===== config.mk =====
export PLATFORM = sky130hd
export DESIGN_NAME = dcache_write_buffer
export DESIGN_NICKNAME = d
export VERILOG_FILES = /design/src/rtl/dcache_write_buffer.sv
export SDC_FILE = /design/constraint.sdc
export NUM_CORES = 1
export LEC_CHECK = 0
export ABC_AREA = 1
export BUFFER_PORTS_ARGS = -buffer_cell sky130_fd_sc_hd__buf_2
export CORE_AREA = 5 5 324 326
export DETAILED_ROUTE_END_ITERATION = 12
export DIE_AREA = 0 0 329 331
export SETUP_SLACK_MARGIN = 0.1
export SYNTH_ARGS = -nofsm -noshare
export SYNTH_HDL_FRONTEND = slang
export SYNTH_SLANG_ARGS = --single-unit

===== constraint.sdc =====
create_clock -name clk -period 10.11 [get_ports clk]
set_clock_uncertainty 0.1 [all_clocks]
set_input_delay 1.011 -clock clk [delete_from_list [all_inputs] [get_ports clk]]
set_output_delay 1.011 -clock clk [all_outputs]
set_load 0.005 [all_outputs]

===== src/rtl/dcache_write_buffer.sv =====
// dcache_write_buffer
//   In-order write buffer between the dcache and the cache-to-AXI bridge write port.
//   It accepts 4-word dirty-line writebacks and single-word uncached stores.
//   Entries drain one at a time through the data_wr_* handshake.
//   Each entry stays occupied until its B response (data_wr_ok) arrives.
//   A line-granular address query lets the dcache stall reads to lines still in flight.
//
// Ports
//   clk, resetn             clock, synchronous active-low reset
//   in_req/in_type/in_addr/in_size/in_wstrb/in_data
//                           dcache write request (in_type=1: 16B line)
//   in_rdy                  entry free; push = in_req & in_rdy
//   data_wr_req/type/addr/size/wstrb/data
//                           oldest not-yet-issued entry, presented to the bridge
//   data_wr_rdy             bridge accepts; issue = data_wr_req & data_wr_rdy
//   data_wr_ok              B response for the oldest issued entry
//   query_addr, query_hit   combinational line-address hazard check
//   wb_empty                no queued or in-flight entries
//
// Configuration
//   WBUF_FWD_EN  adds fwd_valid/fwd_data: the data of the youngest matching
//                entry, valid only when that entry is a full line.

module dcache_write_buffer #(
    parameter int DEPTH = 4,
    parameter int AW    = 2
) (
    input  logic         clk,
    input  logic         resetn,
    input  logic         in_req,
    input  logic         in_type,
    input  logic [31:0]  in_addr,
    input  logic [2:0]   in_size,
    input  logic [3:0]   in_wstrb,
    input  logic [127:0] in_data,
    output logic         in_rdy,
    output logic         data_wr_req,
    output logic         data_wr_type,
    output logic [31:0]  data_wr_addr,
    output logic [2:0]   data_wr_size,
    output logic [3:0]   data_wr_wstrb,
    output logic [127:0] data_wr_data,
    input  logic         data_wr_rdy,
    input  logic         data_wr_ok,
    input  logic [31:0]  query_addr,
    output logic         query_hit,
    output logic         wb_empty
`ifdef WBUF_FWD_EN
    ,
    output logic         fwd_valid,
    output logic [127:0] fwd_data
`endif
);

    localparam logic [AW:0] PTR_ONE  = (AW+1)'(1);
    localparam logic [AW:0] OCC_FULL = (AW+1)'(DEPTH);

    // Pointers carry one extra wrap bit so full and empty are distinguishable.
    logic [AW:0] tail_q, tail_d;
    logic [AW:0] iss_q,  iss_d;
    logic [AW:0] head_q, head_d;

    logic         type_q  [DEPTH];
    logic [31:0]  addr_q  [DEPTH];
    logic [2:0]   size_q  [DEPTH];
    logic [3:0]   wstrb_q [DEPTH];
    logic [127:0] data_q  [DEPTH];

    logic [AW:0] occ;
    logic        full;
    logic        pending;
    logic        outstanding;
    logic        push;
    logic        issue;
    logic        retire;

    assign occ         = tail_q - head_q;
    assign full        = (occ == OCC_FULL);
    assign pending     = (tail_q != iss_q);
    assign outstanding = (iss_q != head_q);

    // in_rdy depends on registered state only: a retire this cycle frees the
    // slot for the next cycle, never the current one.
    assign in_rdy   = !full;
    assign wb_empty = (occ == '0);

    assign push   = in_req && in_rdy;
    assign issue  = pending && data_wr_rdy;
    assign retire = data_wr_ok && outstanding;

    assign data_wr_req   = pending;
    assign data_wr_type  = type_q[iss_q[AW-1:0]];
    assign data_wr_addr  = addr_q[iss_q[AW-1:0]];
    assign data_wr_size  = size_q[iss_q[AW-1:0]];
    assign data_wr_wstrb = wstrb_q[iss_q[AW-1:0]];
    assign data_wr_data  = data_q[iss_q[AW-1:0]];

    always_comb begin
        tail_d = push   ? tail_q + PTR_ONE : tail_q;
        iss_d  = issue  ? iss_q  + PTR_ONE : iss_q;
        head_d = retire ? head_q + PTR_ONE : head_q;
    end

    always_ff @(posedge clk) begin
        if (!resetn) begin
            tail_q <= '0;
            iss_q  <= '0;
            head_q <= '0;
        end else begin
            tail_q <= tail_d;
            iss_q  <= iss_d;
            head_q <= head_d;
        end
    end

    // Payload is not reset; an entry is only ever read after it has been written.
    always_ff @(posedge clk) begin
        if (push) begin
            type_q[tail_q[AW-1:0]]  <= in_type;
            addr_q[tail_q[AW-1:0]]  <= in_addr;
            size_q[tail_q[AW-1:0]]  <= in_size;
            wstrb_q[tail_q[AW-1:0]] <= in_wstrb;
            data_q[tail_q[AW-1:0]]  <= in_data;
        end
    end

    // Walk occupied slots from oldest to youngest so the last match seen is
    // the youngest one, which is the entry whose data forwarding must use.
    logic [AW-1:0] slot;
    logic          hit;
    logic          young_type;
    logic [127:0]  young_data;

    always_comb begin
        slot       = '0;
        hit        = 1'b0;
        young_type = 1'b0;
        young_data = '0;
        for (int k = 0; k < DEPTH; k++) begin
            slot = head_q[AW-1:0] + AW'(k);
            if (((AW+1)'(k) < occ) && (addr_q[slot][31:4] == query_addr[31:4])) begin
                hit        = 1'b1;
                young_type = type_q[slot];
                young_data = data_q[slot];
            end
        end
    end

    assign query_hit = hit;

`ifdef WBUF_FWD_EN
    assign fwd_valid = hit && young_type;
    assign fwd_data  = young_data;
`else
    logic unused_fwd;
    assign unused_fwd = &{1'b0, young_type, young_data};
`endif

    logic unused_query;
    assign unused_query = &{1'b0, query_addr[3:0]};

endmodule


Word level (Yosys, flattened, before mapping)

Memories as Yosys holds them, arrays and structs flattened. A register that Yosys moved wholly into a read port is not among the register bits.
Cells that the tools add are included.

Register bits: 9
Memory bits (writable): 672
Bits of input ports: 205
Memories kept: 5

Memories:

| memory  | depth | width | rd ports | clocked after Yosys merged registers in | write ports | RTL line | source |
|---|---|---|---|---|---|---|---|
| data_q  | 4     | 128   | 1        | 1                                       | 1           | 67       | `logic [127:0] data_q [DEPTH];` |
| addr_q  | 4     | 32    | 5        | 2                                       | 1           | 64       | `logic [31:0] addr_q [DEPTH];` |
| wstrb_q | 4     | 4     | 1        | 1                                       | 1           | 66       | `logic [3:0] wstrb_q [DEPTH];` |
| size_q  | 4     | 3     | 1        | 1                                       | 1           | 65       | `logic [2:0] size_q [DEPTH];` |
| type_q  | 4     | 1     | 1        | 1                                       | 1           | 63       | `logic type_q [DEPTH];` |

Add/sub/neg operators: 7
$lt $le $gt $ge: 4
Equal/unequal tests: 7
Muxes and demuxes: 18
Reductions and logical operators: 9

Operator list:

| kind                                              | count |
|---|---|
| equality test 28 bit                              | 4 |
| two-way mux 2 bit                                 | 12 |
| adder 3 x 1 -> 3 bit, second input constant       | 3 |
| logical AND 1 bit                                 | 7 |
| < comparator 1 x 3 -> 1 bit, first input constant | 2 |
| < comparator 2 x 3 -> 1 bit, first input constant | 2 |
| two-way mux 1 bit                                 | 6 |
| != test 3 bit                                     | 2 |
| adder 2 bit, second input constant                | 2 |
| equality test 3 bit, second input constant        | 1 |
| logical NOT 3 bit                                 | 1 |
| subtractor 3 bit                                  | 1 |
| adder 2 x 1 -> 2 bit, second input constant       | 1 |
| logical NOT 1 bit                                 | 1 |

Logic depth before layout (Yosys ltp)

Gate-level depths: netlist (run 1).

Depth in word-level cells: 7
Depth in mapped cells: 16
Gate-level depth less buffers: 14

Worst setup path after synthesis (run 1)

No wires, ideal clock.

Path type: register to register
From: register tail_q[0]
To: memory addr_q[3][0] (enable)
Arrival time: 8.530 ns
Required time: 9.309 ns
Path slack: 0.780 ns
Cell stages (with the launch flop): 9
Period minus slack after synthesis: 9.330 ns
Cells stage by stage: dfxtp_1 -> inv_1 -> ha_1 -> fa_1 -> nand3_1 -> nand2_1 -> nand3_1 -> nand2_1 -> nor2_1

Word-level cells in the longest chain between the ends: 6

Ends and longest elaborated chain:

| what                                    | RTL line | source |
|---|---|---|
| start, declared                         | 59       | `logic [AW:0] tail_q, tail_d;` |
| start signal, assigned                  | 110      | `tail_q <= tail_d;` |
| subtractor 3 bit                        | 77       | `assign occ = tail_q - head_q;` |
| equality test 3 bit                     | 78       | `assign full = (occ == OCC_FULL);` |
| logical NOT 1 bit                       | 84       | `assign in_rdy = !full;` |
| net in_rdy                              | 36       | `output logic in_rdy,` |
| logical AND 1 bit                       | 87       | `assign push = in_req && in_rdy;` |
| two-way mux 1 bit                       | 118      | `if (push) begin` |
| two-way mux 1 bit (implied by the code) | 120      | `addr_q[tail_q[AW-1:0]] <= in_addr;` |
| end, declared                           | 64       |  |

The timed path passes the listed nets, and every way through them passes these cells.

==> qor.log, run 1 <==
INFO  die            start_util=0.299
INFO  die            die_area=109000um2
INFO  cts            clk_root_buffer_cell=clkbuf_16
INFO  cts            clkSlewWorstSetupHoldPaths=0.06ns
INFO  flow_run       drv.max_cap_violation_count=0
INFO  worst_hold_path hold_path.class=reg2reg
INFO  yosys          yosysWarningCount=0
INFO  yosys          synth.yosys.seq_area_share=0.674
INFO  yosys          ys_types=26
INFO  yosys          synth_async_sr_flop_share=0
INFO  die            fp.dieH=331um
INFO  cells_and_area final_layout_size_suffix_gt1_frac=0.159
INFO  worst_setup_path data_arrival_time_of_the_critical_path=4.45ns
INFO  power          power.switching_fraction=0.402
INFO  drt            wl_per_cell=18.9um
INFO  yosys          synth_enable_flop_cells=672
INFO  cells_and_area fillers=10.1k
INFO  worst_setup_path worstSetupEndpoint=data_wr_data[26]
INFO  power          power_switching=4.39mW
INFO  worst_setup_path critical_path_cell_list=buf_4, buf_4, buf_4, o21ai_0, o22ai_1, buf_2
INFO  grt            number_of_global_route_vias_before_repair=21.6k
INFO  grt            grt_max_degree=141
INFO  worst_setup_path critical_path_required=9.00ns
INFO  yosys          synth_area_leaders=edfxtp_1, nand2_1, o21ai_0, nand3_1, nor2_1
INFO  grt            grt_util_all_layers=0.156
INFO  cts            ctsHoldBuffers=0
INFO  sta            finalCriticalPeriod=5.56ns
INFO  sta            max_slew_violations=0
INFO  worst_setup_path critPathSlowestCell=buf_4
INFO  die            die-width=329um
INFO  die            ioPinCount=377
INFO  drt            first_pass_iters=6
INFO  sta            timing.fmax=0.180GHz
INFO  sta            timing_worst_slew_pin_value=1.18ns
INFO  yosys          yosys.cell_count.top_type=nand2_1
INFO  yosys          synth.cells.most_frequent=nand2_1, edfxtp_1, nor2_1
INFO  power          peakVddDrop=0.000310V
INFO  cells_and_area register_area=20500um2
INFO  power          static_leakage=13.4nW
INFO  worst_setup_path timing.critical_path.to_type=primary output
INFO  place          placement.io_buffers=372
INFO  power          p_comb_frac=0.404
INFO  grt            grt_antenna_before_repair=36
INFO  sta            finalHoldViolCount=0
INFO  status         status=finished, final reports clean
INFO  power          p_seq_frac=0.351
INFO  worst_setup_path critical_path.max_stage_delay=0.77ns
INFO  cells_and_area layout.nets=3412
INFO  yosys          post-synth-top-area-cell=edfxtp_1
INFO  drt            routed_vias=22.8k
INFO  drt            detailedRoute.firstIterationViolations=1693
INFO  grt            grt.overflow.total=0
INFO  yosys          post_synth.cell_area_avg=10.5um2
INFO  yosys          netlist.area_leader.share=0.665
INFO  drt            post-route-drc-count=0
INFO  drt            total_length_of_routed_wires=88.0mm
INFO  place          post-place-cells=4488
INFO  power          cellPowerDensity=304nW/um2
INFO  die            floorplan.core_area=101000um2
INFO  cts            h-tree-depth=3
INFO  sta            grt_setup_unrepaired=false
INFO  cts            clock_latency=0.65ns
INFO  power          total_power_draw=10.9mW
INFO  grt            grt_first_pass_wirelength=131mm
INFO  yosys          ys_ff_latch=685
INFO  cells_and_area finalInstanceArea=35900um2
INFO  place          dp_hpwl=52.6mm
INFO  place          placedInstanceArea=33400um2
INFO  drt            antenna_left=0
INFO  sta            setup_tns=0ns
INFO  cells_and_area post-route-util=0.354
INFO  worst_setup_path r2r-end=data_q[1][95]
INFO  sta            maxSlewHeadroom=0.214
INFO  cts            clock_tree_from_tritoncts=done
INFO  sta            min_period_over_period=0.550
INFO  yosys          synth_area=30300um2
INFO  worst_setup_path regToRegSetupSlack=5.32ns
INFO  cts            ctsResizeCount=0
INFO  worst_setup_path cp_common_cell=buf_4
INFO  place          routabilityCongestion=0.844
INFO  cells_and_area areaGrowthSynthToFinish=18.4%
INFO  cts            cts_buffer_depth=3
INFO  die            rows=117
INFO  yosys          net_count_of_the_mapped_netlist=3105
INFO  worst_setup_path ff2ff_path_depth=7
INFO  worst_setup_path regToRegStartpoint=head_q[0]
INFO  cells_and_area final_cells=4646
INFO  cells_and_area footprint_of_the_multi_input_gates=8960um2
INFO  yosys          synth_flop_cell=edfxtp_1
INFO  drt            via_per_inst=4.90
INFO  worst_setup_path worstSetupPathType=reg2out
INFO  cts            cts.repair_timing.setup_buffer_count=0
INFO  power          power.clock.fraction=0.245
INFO  cts            tritoncts.num_buffers=77
INFO  worst_setup_path crit_fanout=80
INFO  yosys          netlist_instances=2892
INFO  cts            cts.sinks=685
INFO  sta            setup_viol=0
INFO  worst_setup_path setup.worst_path.start_class=flop
INFO  power          internal_power=6.53mW
-- per-layer routing --
layer / vias to the layer above / global-route usage / wire length [um]
met4: 24 / 0.0522 / 2510
met3: 184 / 0.0517 / 7450
li1: 10900 / - / -
met5: - / 0 / 175
met2: 747 / 0.255 / 41300
met1: 10900 / 0.196 / 36600
-- layout by cell type, fill, tap and decap left out, types with 8 or more instances in the layout --
master,netlist,routed
o22ai_1,169,169
diode_2,0,22
o21ai_1,10,10
xor2_1,10,10
buf_4,7,23
clkinv_1,0,18
nand3_1,329,329
nor2_1,410,406
dfxtp_1,13,9
inv_1,44,41
clkbuf_1,104,15
a21oi_1,14,14
clkbuf_16,0,78
o21ai_0,341,341
clkinv_2,0,8
edfxtp_1,672,672
nand2_1,691,691
buf_2,50,372
-- area by class of cell --
cell class,count,share of cell area
well taps,1368,0.0477
multi-input cells,1990,0.250
repair buffers,398,0.0583
clock buffers,93,0.0559
flip-flops and latches,685,0.570
inverters,47,0.00526
clock inverters,43,0.0118
diodes,22,0.00153
-- how the worst min path moves through the flow --
stage / start / endpoint / slack [ns] / depth (start not counted)
2_1_floorplan: iss_q[2] / iss_q[2] / 0.39 / 2
3_3_place_gp: iss_q[2] / iss_q[2] / 0.42 / 2
3_5_place_dp: iss_q[2] / iss_q[2] / 0.42 / 2
4_1_cts: in_addr[18] / addr_q[0][18] / 0.40 / 1
5_1_grt: in_data[57] / data_q[3][57] / 0.43 / 1
6_report: iss_q[0] / flop / 0.42 / 2
-- sequential cells by signal (all words and copies together), names as in the netlist, named ones only --
register,cells
data_q,512
size_q,12
type_q,4
iss_q,3
addr_q,128
head_q,3
tail_q,3
wstrb_q,16
-- kinds of logic after synthesis --
| kind of cell | Yosys count | synth area share |
|---|---|---|
| flip-flops | 685 | 0.674 |
| buffers and inverters | 217 | 0.0316 |
| XOR/XNOR | 13 | 0.00375 |
| adder cells (fa/ha/maj) | 8 | 0.00355 |
| AND/OR/NAND/NOR | 1433 | 0.191 |
| AO/OA/AOI/OAI | 536 | 0.0960 |
-- power by group through the flow --
stage	clock, mW	combinational, mW	sequential [mW]
CTS	2.76	4.47	3.83
floorplan	0	2.84	3.90
finish	2.68	4.41	3.83
global placement	0	4.42	3.88
global route	2.88	4.95	3.87
detailed placement	0	4.45	3.89
-- metrics by stage --
stage	setup WS [ns]	hold WS, ns
5_1_grt	4.24	0.429
3_3_place_gp	5.29	0.420
3_5_place_dp	5.22	0.419
4_1_cts	4.47	0.403
2_1_floorplan	0.780	0.395
6_report	4.55	0.421
-- worst max-delay path: cells and delay by family (launching register included) --
kind	cells	cell delay (ns)
compound gates	2	0.46
buf+inv	4	2.42
flops	1	0.67
Note: power is estimated with default switching activity, not from simulation.
==> run 2, diff against run 1 <==
==> constraint.sdc (replaced) <==
create_clock -name clk -period 5.2 [get_ports clk]
set_clock_uncertainty 0.1 [all_clocks]
set_input_delay 0.52 -clock clk [delete_from_list [all_inputs] [get_ports clk]]
set_output_delay 0.52 -clock clk [all_outputs]
set_load 0.005 [all_outputs]
==> run 2 against run 1 <==
  * Sequential share of layout area shrank 3.1 points
  * Routed wire length grew 1.1%
  * Via count grew 3.2%
  * Sequential power grew 94%
  * Highest routed layer unchanged
  * Clock-buffer cell count shrank 2
  * Register-to-register slack lost 3.6 ns
  * Setup slack lost 3.7 ns
  * Global-route usage grew 0.26 points
  * Hold slack lost 0.33 ns
==> qor.log, run 2 (synthesis results as in run 1) <==
INFO  status         status=finished, final reports clean
INFO  drt            wl_per_cell=18.4um
INFO  worst_setup_path cp_top_family=buffers and inverters
INFO  cts            clock_latency=0.64ns
INFO  grt            grt.met2_usage=0.256
INFO  cells_and_area commonest_non_fill_non_tap_cell_in_the_layout=nand2_1
INFO  sta            setup_viol=0
INFO  cts            ctsResizeCount=0
INFO  worst_setup_path worstPathBufferInverterCount=4
INFO  cts            clock_tree_from_tritoncts=done
INFO  die            start_util=0.299
INFO  grt            grt_util_all_layers=0.159
INFO  cells_and_area largest_reg_flops=512
INFO  grt            groute.layer.met1.usage=0.202
INFO  power          total_power_draw=21.7mW
INFO  sta            grt_setup_unrepaired=false
INFO  sta            max_slew_violations=0
INFO  power          internal_power=13.1mW
INFO  sta            setup_tns=0ns
INFO  drt            post-route-drc-count=0
INFO  power          peakVddDrop=0.000424V
INFO  sta            timing_worst_slew_pin_value=1.02ns
INFO  die            ioPinCount=377
INFO  worst_setup_path ff2ff_path_depth=9
INFO  place          post-place-cells=4512
INFO  grt            global_route.usage.met3=0.0453
INFO  worst_hold_path hold_start=data_wr_rdy
INFO  grt            grt_antenna_before_repair=21
INFO  power          static_leakage=14.3nW
INFO  power          power.switching_fraction=0.397
INFO  sta            finalCriticalPeriod=4.33ns
INFO  grt            grt.overflow.total=0
INFO  drt            antenna_left=0
INFO  sta            hold_slack=0.0937ns
INFO  cts            clk_root_buffer_cell=clkbuf_16
INFO  grt            grt_first_pass_wirelength=134mm
INFO  cells_and_area final_layout_size_suffix_gt1_frac=0.158
INFO  worst_setup_path critPathSlowestCell=inv_2
INFO  die            rows=117
INFO  drt            first_pass_iters=6
INFO  worst_setup_path worstSetupPathType=reg2out
INFO  grt            number_of_global_route_vias_before_repair=22.4k
INFO  power          p_seq_frac=0.343
INFO  place          dp_hpwl=55.7mm
INFO  place          routabilityCongestion=0.860
INFO  drt            detailedRoute.firstIterationViolations=1664
INFO  die            fp.dieH=331um
INFO  cts            cts.sinks=685
INFO  cells_and_area most-common-layout-cells=nand2_1, edfxtp_1, nor2_1
INFO  worst_setup_path regToRegSetupSlack=1.69ns
INFO  place          placement.io_buffers=372
INFO  cts            cts_buffer_depth=3
INFO  grt            grt_max_degree=180
INFO  drt            total_length_of_routed_wires=89.0mm
INFO  die            die_area=109000um2
INFO  worst_setup_path setup.worst_path.start_class=flop
INFO  worst_setup_path data_arrival_time_of_the_critical_path=3.71ns
INFO  worst_setup_path r2r-end=size_q[2][0]
INFO  cts            tritoncts.num_buffers=76
INFO  cts            ctsHoldBuffers=168
INFO  worst_hold_path min_delay_path_depth=3
INFO  cells_and_area areaGrowthSynthToFinish=25.2%
INFO  worst_hold_path hold_path.class=in2reg
INFO  die            die-width=329um
INFO  flow_run       drv.max_cap_violation_count=0
INFO  cts            clkSlewWorstSetupHoldPaths=0.06ns
INFO  power          p_comb_frac=0.409
INFO  worst_setup_path timing.critical_path.to_type=primary output
INFO  power          power_switching=8.59mW
INFO  worst_hold_path min_to=iss_q[2]
INFO  drt            routed_vias=23.5k
INFO  worst_setup_path critical_path_cell_list=buf_4, ha_2, inv_2, buf_4, nand3_1, nand3_1, nand2_1, nor2_1, nand2_1, nor2_1, nand2_1, nor2_1, nor2_1, nand2_1, buf_2
INFO  sta            min_period_over_period=0.833
INFO  sta            maxSlewHeadroom=0.317
INFO  power          cellPowerDensity=570nW/um2
INFO  drt            via_per_inst=4.87
INFO  worst_setup_path critical_path.max_stage_delay=0.56ns
INFO  grt            most_used_routing_layer_in_global_routing=met2
INFO  worst_setup_path crit_fanout=39
INFO  cells_and_area layout.nets=3603
INFO  cells_and_area final_cells=4827
INFO  die            floorplan.core_area=101000um2
INFO  power          power.clock.fraction=0.248
INFO  sta            finalHoldViolCount=0
INFO  worst_setup_path regToRegStartpoint=tail_q[0]
INFO  worst_setup_path critical_path_required=4.58ns
INFO  sta            timing.fmax=0.231GHz
INFO  cts            h-tree-depth=3
INFO  cts            cts.repair_timing.setup_buffer_count=0
run 2: cell count changes in the layout (fill, tap and decap cells not counted), sizes merged, moves of 2 or more:
cell / change
dlygate4sd3: +168
buf: +24
diode: -11
bufinv: +5
clkinv: -3
clkbuf: -2
run 2: power groups by stage:
stage | Sequential, mW | Clock [mW] | Combinational [mW]
5_1_grt | 7.51 | 5.77 | 9.92
6_report | 7.43 | 5.38 | 8.85
2_1_floorplan | 7.47 | 0 | 5.53
3_3_place_gp | 7.52 | 0 | 8.72
4_1_cts | 7.43 | 5.53 | 8.96
3_5_place_dp | 7.54 | 0 | 8.81
run 2: per-stage QoR:
| stage | util | cell area [um2] | setup WS (ns) |
|---|---|---|---|
| floorplan | - | 30300 | -1.32 |
| global placement | 0.333 | 33700 | 1.62 |
| detailed placement | 0.333 | 33700 | 1.59 |
| CTS | 0.374 | 38000 | 0.826 |
| global route | 0.374 | 38000 | 0.668 |
| finish | 0.374 | 38000 | 0.871 |
run 2: worst min-delay path, stage by stage:
cell     delay (ns)
buf_2          0.11
nand3_1        0.07
a21oi_1        0.06
run 2: metal layers:
metal  routed length (um)  vias to the layer above
met1                36200                    11100
li1                     -                    11300
met4                 3490                        6
met5                   33                        -
met2                41300                      869
met3                 8040                      197
run 2: worst max-delay path by stage:
stage | startpoint | to | slack (ns) | cells past startpoint
after global placement | head_q[1] | query_hit | 1.62 | 14
after detailed placement | head_q[1] | query_hit | 1.59 | 15
after global routing | head_q[1] | query_hit | 0.67 | 15
final | head_q[1] | query_hit | 0.87 | 15
after CTS | head_q[1] | query_hit | 0.83 | 15
after floorplan | tail_q[0] | addr_q[3][0] | -1.32 | 8
run 2: cell type report:
type	count	area, um2
Antenna cell	11	27.5
Fill cell	9836	63500
Multi-Input combinational cell	1990	8960
Clock buffer	91	1960
Timing Repair Buffer	590	4110
Clock inverter	45	571
Sequential cell	685	20500
Tap cell	1368	1710
Inverter	47	189
